[config.mk]
export PLATFORM = sky130hd
export DESIGN_NAME = bus_rr
export DESIGN_NICKNAME = d
export VERILOG_FILES = /design/src/rtl/bus_rr.sv
export SDC_FILE = /design/constraint.sdc
export NUM_CORES = 1
export LEC_CHECK = 0
export BUFFER_PORTS_ARGS = -buffer_cell sky130_fd_sc_hd__buf_2
export CORE_AREA = 2 2 214 216
export CTS_CLUSTER_SIZE = 25
export DETAILED_ROUTE_END_ITERATION = 16
export DIE_AREA = 0 0 216 218
export GPL_TIMING_DRIVEN = 0
export PLACE_DENSITY = 0.47
export SLEW_MARGIN = 5
export SYNTH_ARGS = -nofsm -noshare
export SYNTH_HDL_FRONTEND = slang
export SYNTH_SLANG_ARGS = --single-unit
[constraint.sdc]
create_clock -name clk_i -period 7.8 [get_ports clk_i]
set_input_delay 0 -clock clk_i [delete_from_list [all_inputs] [get_ports clk_i]]
set_output_delay 0 -clock clk_i [all_outputs]
set_load 0.05 [all_outputs]
[src/rtl/bus_rr.sv]
// bus_rr: N-host x M-device interconnect, round-robin arbitration,
// one transaction in flight, wait states, timeout and decode-miss errors.
module bus_rr #(
    parameter int NrHosts      = 2,
    parameter int NrDevices    = 2,
    parameter int DataWidth    = 32,
    parameter int AddressWidth = 32,
    parameter int RespTimeout  = 16
) (
    input  logic                      clk_i,
    input  logic                      rst_i,
    input  logic                      host_req_i           [NrHosts],
    output logic                      host_gnt_o           [NrHosts],
    input  logic [AddressWidth-1:0]   host_addr_i          [NrHosts],
    input  logic                      host_we_i            [NrHosts],
    input  logic [DataWidth/8-1:0]    host_be_i            [NrHosts],
    input  logic [DataWidth-1:0]      host_wdata_i         [NrHosts],
    output logic                      host_rvalid_o        [NrHosts],
    output logic [DataWidth-1:0]      host_rdata_o         [NrHosts],
    output logic                      host_err_o           [NrHosts],
    output logic                      device_req_o         [NrDevices],
    input  logic                      device_gnt_i         [NrDevices],
    output logic [AddressWidth-1:0]   device_addr_o        [NrDevices],
    output logic                      device_we_o          [NrDevices],
    output logic [DataWidth/8-1:0]    device_be_o          [NrDevices],
    output logic [DataWidth-1:0]      device_wdata_o       [NrDevices],
    input  logic                      device_rvalid_i      [NrDevices],
    input  logic [DataWidth-1:0]      device_rdata_i       [NrDevices],
    input  logic                      device_err_i         [NrDevices],
    input  logic [AddressWidth-1:0]   cfg_device_addr_base [NrDevices],
    input  logic [AddressWidth-1:0]   cfg_device_addr_mask [NrDevices]
);

    localparam int HostW = (NrHosts > 1) ? $clog2(NrHosts) : 1;
    localparam int DevW  = (NrDevices > 1) ? $clog2(NrDevices) : 1;
    localparam int CntW  = $clog2(RespTimeout);
    localparam logic [CntW-1:0] CntMax = CntW'(RespTimeout - 1);

    typedef enum logic [1:0] {
        IDLE,
        ADDR,
        RESP,
        ERR
    } state_e;

    state_e                 state_q, state_d;
    logic [HostW-1:0]       rr_ptr_q, rr_ptr_d;
    logic [HostW-1:0]       host_q, host_d;
    logic [DevW-1:0]        dev_q, dev_d;
    logic [CntW-1:0]        cnt_q, cnt_d;

    logic                   win_valid;
    logic [HostW-1:0]       win_idx;
    logic                   win_hit;
    logic [DevW-1:0]        win_dev;

    logic                   fwd_en;
    logic [HostW-1:0]       fwd_host;
    logic [DevW-1:0]        fwd_dev;
    logic                   gnt_en;
    logic [HostW-1:0]       gnt_host;
    logic                   rsp_en;
    logic [DataWidth-1:0]   rsp_rdata;
    logic                   rsp_err;
    logic [NrDevices-1:0]   dev_sel;

    function automatic logic [HostW-1:0] ptr_next(logic [HostW-1:0] h);
        if (h == HostW'(NrHosts - 1)) begin
            return '0;
        end
        return h + HostW'(1);
    endfunction

    // Round-robin pick: lowest requester at or above rr_ptr, else lowest overall
    always_comb begin
        win_valid = 1'b0;
        win_idx   = '0;
        for (int i = NrHosts - 1; i >= 0; i--) begin
            if (host_req_i[i]) begin
                win_valid = 1'b1;
                win_idx   = HostW'(i);
            end
        end
        for (int i = NrHosts - 1; i >= 0; i--) begin
            if (host_req_i[i] && (HostW'(i) >= rr_ptr_q)) begin
                win_valid = 1'b1;
                win_idx   = HostW'(i);
            end
        end
    end

    // Address decode of the winner; lowest matching device index wins
    always_comb begin
        win_hit = 1'b0;
        win_dev = '0;
        for (int d = NrDevices - 1; d >= 0; d--) begin
            if ((host_addr_i[win_idx] & cfg_device_addr_mask[d])
                == cfg_device_addr_base[d]) begin
                win_hit = 1'b1;
                win_dev = DevW'(d);
            end
        end
    end

    // Transaction FSM next-state and control; reset silences everything
    always_comb begin
        state_d   = state_q;
        rr_ptr_d  = rr_ptr_q;
        host_d    = host_q;
        dev_d     = dev_q;
        cnt_d     = cnt_q;
        fwd_en    = 1'b0;
        fwd_host  = host_q;
        fwd_dev   = dev_q;
        gnt_en    = 1'b0;
        gnt_host  = host_q;
        rsp_en    = 1'b0;
        rsp_rdata = '0;
        rsp_err   = 1'b0;
        if (!rst_i) begin
            unique case (state_q)
                IDLE: begin
                    if (win_valid && win_hit) begin
                        fwd_en   = 1'b1;
                        fwd_host = win_idx;
                        fwd_dev  = win_dev;
                        host_d   = win_idx;
                        dev_d    = win_dev;
                        if (device_gnt_i[win_dev]) begin
                            gnt_en   = 1'b1;
                            gnt_host = win_idx;
                            rr_ptr_d = ptr_next(win_idx);
                            cnt_d    = '0;
                            state_d  = RESP;
                        end else begin
                            state_d  = ADDR;
                        end
                    end else if (win_valid) begin
                        gnt_en   = 1'b1;
                        gnt_host = win_idx;
                        host_d   = win_idx;
                        rr_ptr_d = ptr_next(win_idx);
                        state_d  = ERR;
                    end
                end
                ADDR: begin
                    fwd_en = 1'b1;
                    if (device_gnt_i[dev_q]) begin
                        gnt_en   = 1'b1;
                        rr_ptr_d = ptr_next(host_q);
                        cnt_d    = '0;
                        state_d  = RESP;
                    end
                end
                RESP: begin
                    if (device_rvalid_i[dev_q]) begin
                        rsp_en    = 1'b1;
                        rsp_rdata = device_rdata_i[dev_q];
                        rsp_err   = device_err_i[dev_q];
                        state_d   = IDLE;
                    end else if (cnt_q == CntMax) begin
                        rsp_en  = 1'b1;
                        rsp_err = 1'b1;
                        state_d = IDLE;
                    end else begin
                        cnt_d = cnt_q + CntW'(1);
                    end
                end
                ERR: begin
                    rsp_en  = 1'b1;
                    rsp_err = 1'b1;
                    state_d = IDLE;
                end
                default: state_d = IDLE;
            endcase
        end
    end

    // Output steering: only the selected device and target host see activity
    always_comb begin
        for (int h = 0; h < NrHosts; h++) begin
            host_gnt_o[h]    = gnt_en && (gnt_host == HostW'(h));
            host_rvalid_o[h] = rsp_en && (host_q == HostW'(h));
            host_rdata_o[h]  = host_rvalid_o[h] ? rsp_rdata : '0;
            host_err_o[h]    = host_rvalid_o[h] && rsp_err;
        end
        for (int d = 0; d < NrDevices; d++) begin
            dev_sel[d]        = fwd_en && (fwd_dev == DevW'(d));
            device_req_o[d]   = dev_sel[d];
            device_addr_o[d]  = dev_sel[d] ? host_addr_i[fwd_host] : '0;
            device_we_o[d]    = dev_sel[d] && host_we_i[fwd_host];
            device_be_o[d]    = dev_sel[d] ? host_be_i[fwd_host] : '0;
            device_wdata_o[d] = dev_sel[d] ? host_wdata_i[fwd_host] : '0;
        end
    end

    // State register with synchronous reset
    always_ff @(posedge clk_i) begin
        if (rst_i) begin
            state_q  <= IDLE;
            rr_ptr_q <= '0;
            host_q   <= '0;
            dev_q    <= '0;
            cnt_q    <= '0;
        end else begin
            state_q  <= state_d;
            rr_ptr_q <= rr_ptr_d;
            host_q   <= host_d;
            dev_q    <= dev_d;
            cnt_q    <= cnt_d;
        end
    end

endmodule
==> impl_metrics.json <==
{
  "ys_seq_elements": 9,
  "p_per_area_nw_per_um2": 99.6,
  "post_drt_wl_per_cell_um": 23.2,
  "slew_headroom": 0.318,
  "drt_wl_total_um": 47700,
  "async_reset_ff_frac": 0,
  "port_buffers": 547,
  "final_hold_viol_count": 0,
  "synthTopCellsByArea": "mux2i_1 (19%), nand4_1 (11%), nor2_1 (11%)",
  "min_period_ps": 5540,
  "htreeDepth": 1,
  "cp-start-kind": "flop",
  "slew_violations": 0,
  "vdd_ir_drop_max_uv": 71.4,
  "clk_latency_ps": 230,
  "die_w_um": 216,
  "fillers": 5217,
  "final_common_cell": "buf_2",
  "cts_buffers": 3,
  "endpoint_kind": "output pin",
  "drc": 0,
  "setup_viol": 0,
  "design.portCount": 550,
  "dr.pass1.iters": 6,
  "drive_gt1_frac": 0.413,
  "hold_start": "device_gnt_i[0]",
  "via_count": 9675,
  "synth_cell_types": 43,
  "holdCritPathClass": "in -> reg",
  "skew_ps": 0.927,
  "yosysSeqAreaShare": 0.0331,
  "grt_pass1_wl_um": 64700,
  "grt_pass1_vias": 9414,
  "antenna_found_initial": 16,
  "die_y_um": 218,
  "track_usage": 0.188,
  "grt_max_degree": 11,
  "startpoint": "rr_ptr_q",
  "avgSynthCellArea_um2": 6.03,
  "syn_to_final_growth_pct": 66.0,
  "ys.flop_type": "dfxtp_1",
  "antenna_left": 0,
  "nets": 1794,
  "via_per_inst": 4.69,
  "synth_top_cell_by_area": "mux2i_1",
  "syn_inst": 901,
  "crit_fanout": 10,
  "worstPathArrival_ps": 5540,
  "max_freq_mhz": 180,
  "cts_root_buffer": "clkbuf_16",
  "clockBufferDepth": 2,
  "synth-edff-count": 0,
  "drt_iter0_markers": 882,
  "initial_core_util": 0.121,
  "place_congestion": 0.917,
  "coreArea_um2": 44900,
  "worst_ep_required_time_ps": 7800,
  "worst_hold_slack_ps": 118,
  "cts_post_setup_buffers_inserted": 0,
  "worst_pin_slew_ps": 1020,
  "status": "completed",
  "cts.clk_slew.worst_paths_ps": 40,
  "rows": 78,
  "ys_warn_count": 0,
  "rr_startpoint": "rr_ptr_q",
  "syn-num-nets": 1242,
  "cap_violations": 0,
  "crit_type": "reg -> out",
  "fin_cells": 2061,
  "fin_crit_sh": 0.711,
  "postCtsHoldBufs": 0,
  "cts_tree": "built",
  "finalSetupTns_ps": 0,
  "final_util": 0.201,
  "leakagePower_nw": 4.86,
  "cts_resized": 0,
  "synth_area_um2": 5440,
  "clock-sinks": 9,
  "die_area_um2": 47100,
  "synth.top_cell.area_share": 0.193,
  "most-common-layout-cells": "buf_2 (575), nor2_1 (155), mux2i_1 (105)",
  "dp_hpwl_um": 40100,
  "overflow": 0,
  "place_inst": 2048,
  "rsz0062_at_grt": "no"
}
-- final cells by class --
| type | count | area (µm²) | area share |
|---|---|---|---|
| inverter | 71 | 267 | 0.0295 |
| clock buffer | 4 | 78.8 | 0.00873 |
| sequential | 9 | 180 | 0.0200 |
| multi-input combinational | 743 | 4600 | 0.510 |
| tap | 600 | 751 | 0.0832 |
| buffer | 78 | 388 | 0.0430 |
| timing repair buffer | 547 | 2740 | 0.303 |
| antenna | 9 | 22.5 | 0.00250 |
-- Yosys cell counts, types with 2 or more instances --
| master | instances |
|---|---|
| nor3_1 | 66 |
| and2_1 | 3 |
| nand4_1 | 98 |
| nor2_1 | 155 |
| nand2b_1 | 7 |
| clkbuf_1 | 37 |
| nor4_1 | 8 |
| a21oi_1 | 4 |
| o211ai_1 | 64 |
| or3_1 | 2 |
| a311oi_1 | 3 |
| mux2i_1 | 105 |
| o21ai_1 | 21 |
| a211o_1 | 65 |
| nor2b_1 | 2 |
| buf_6 | 3 |
| nand3_1 | 34 |
| a21boi_0 | 2 |
| o21ai_0 | 15 |
| nand2_1 | 71 |
| buf_4 | 10 |
| dfxtp_1 | 9 |
| buf_2 | 28 |
| inv_1 | 70 |
-- where the power goes --
part           leakage, nW  switching [mW]  internal [mW]  total (mW)
clock               0.0382          0.0236         0.0685      0.0921
combinational         4.75           0.517          0.231       0.748
sequential          0.0735         0.00657         0.0521      0.0587
total                 4.86           0.548          0.351       0.899
-- metrics by stage --
step	cell area (µm²)	worst slack (ps)	power, mW
detailed placement	8920	2200	0.811
global route	9010	1770	0.958
finish	9030	2260	0.899
floorplan	5440	4350	0.483
global placement	8920	2150	0.806
CTS	9000	1930	0.906
-- metal layers --
layer,GRT usage,vias to the layer above,share of wire
met5,0,-,0.0020
met4,0.0756,14,0.042
met3,0.0409,98,0.084
met2,0.338,568,0.49
met1,0.217,4542,0.38
li1,-,4453,-
-- path summary, 6_finish.rpt --
check                      endpoint  slack [ps]  cells after the start
setup reg to reg           rr_ptr_q        3780                     11
setup / recovery  device_addr_o[60]        2260                     13
hold reg to reg            cnt_q[3]         500                      1
hold / removal           state_q[0]         120                      3
-- logic make-up after synthesis --
| group | Yosys count | synth area share |
|---|---|---|
| mux | 107 | 0.198 |
| compound gates | 184 | 0.253 |
| buf+inv | 149 | 0.120 |
| flops | 9 | 0.0331 |
| simple gates | 451 | 0.393 |
| fa+ha+maj | 1 | 0.00230 |
-- worst max-delay path, stage by stage (launching register included) --
cell	delay, ps
dfxtp_1	380
and2b_4	240
clkbuf_1	380
o21ai_0	430
a211o_1	190
nand4_1	170
nor4_1	490
nand4_1	590
a21oi_2	340
mux2i_2	640
buf_4	410
mux2i_1	640
nor2_1	100
buf_2	280
Note: power is estimated with default switching activity, not from simulation.
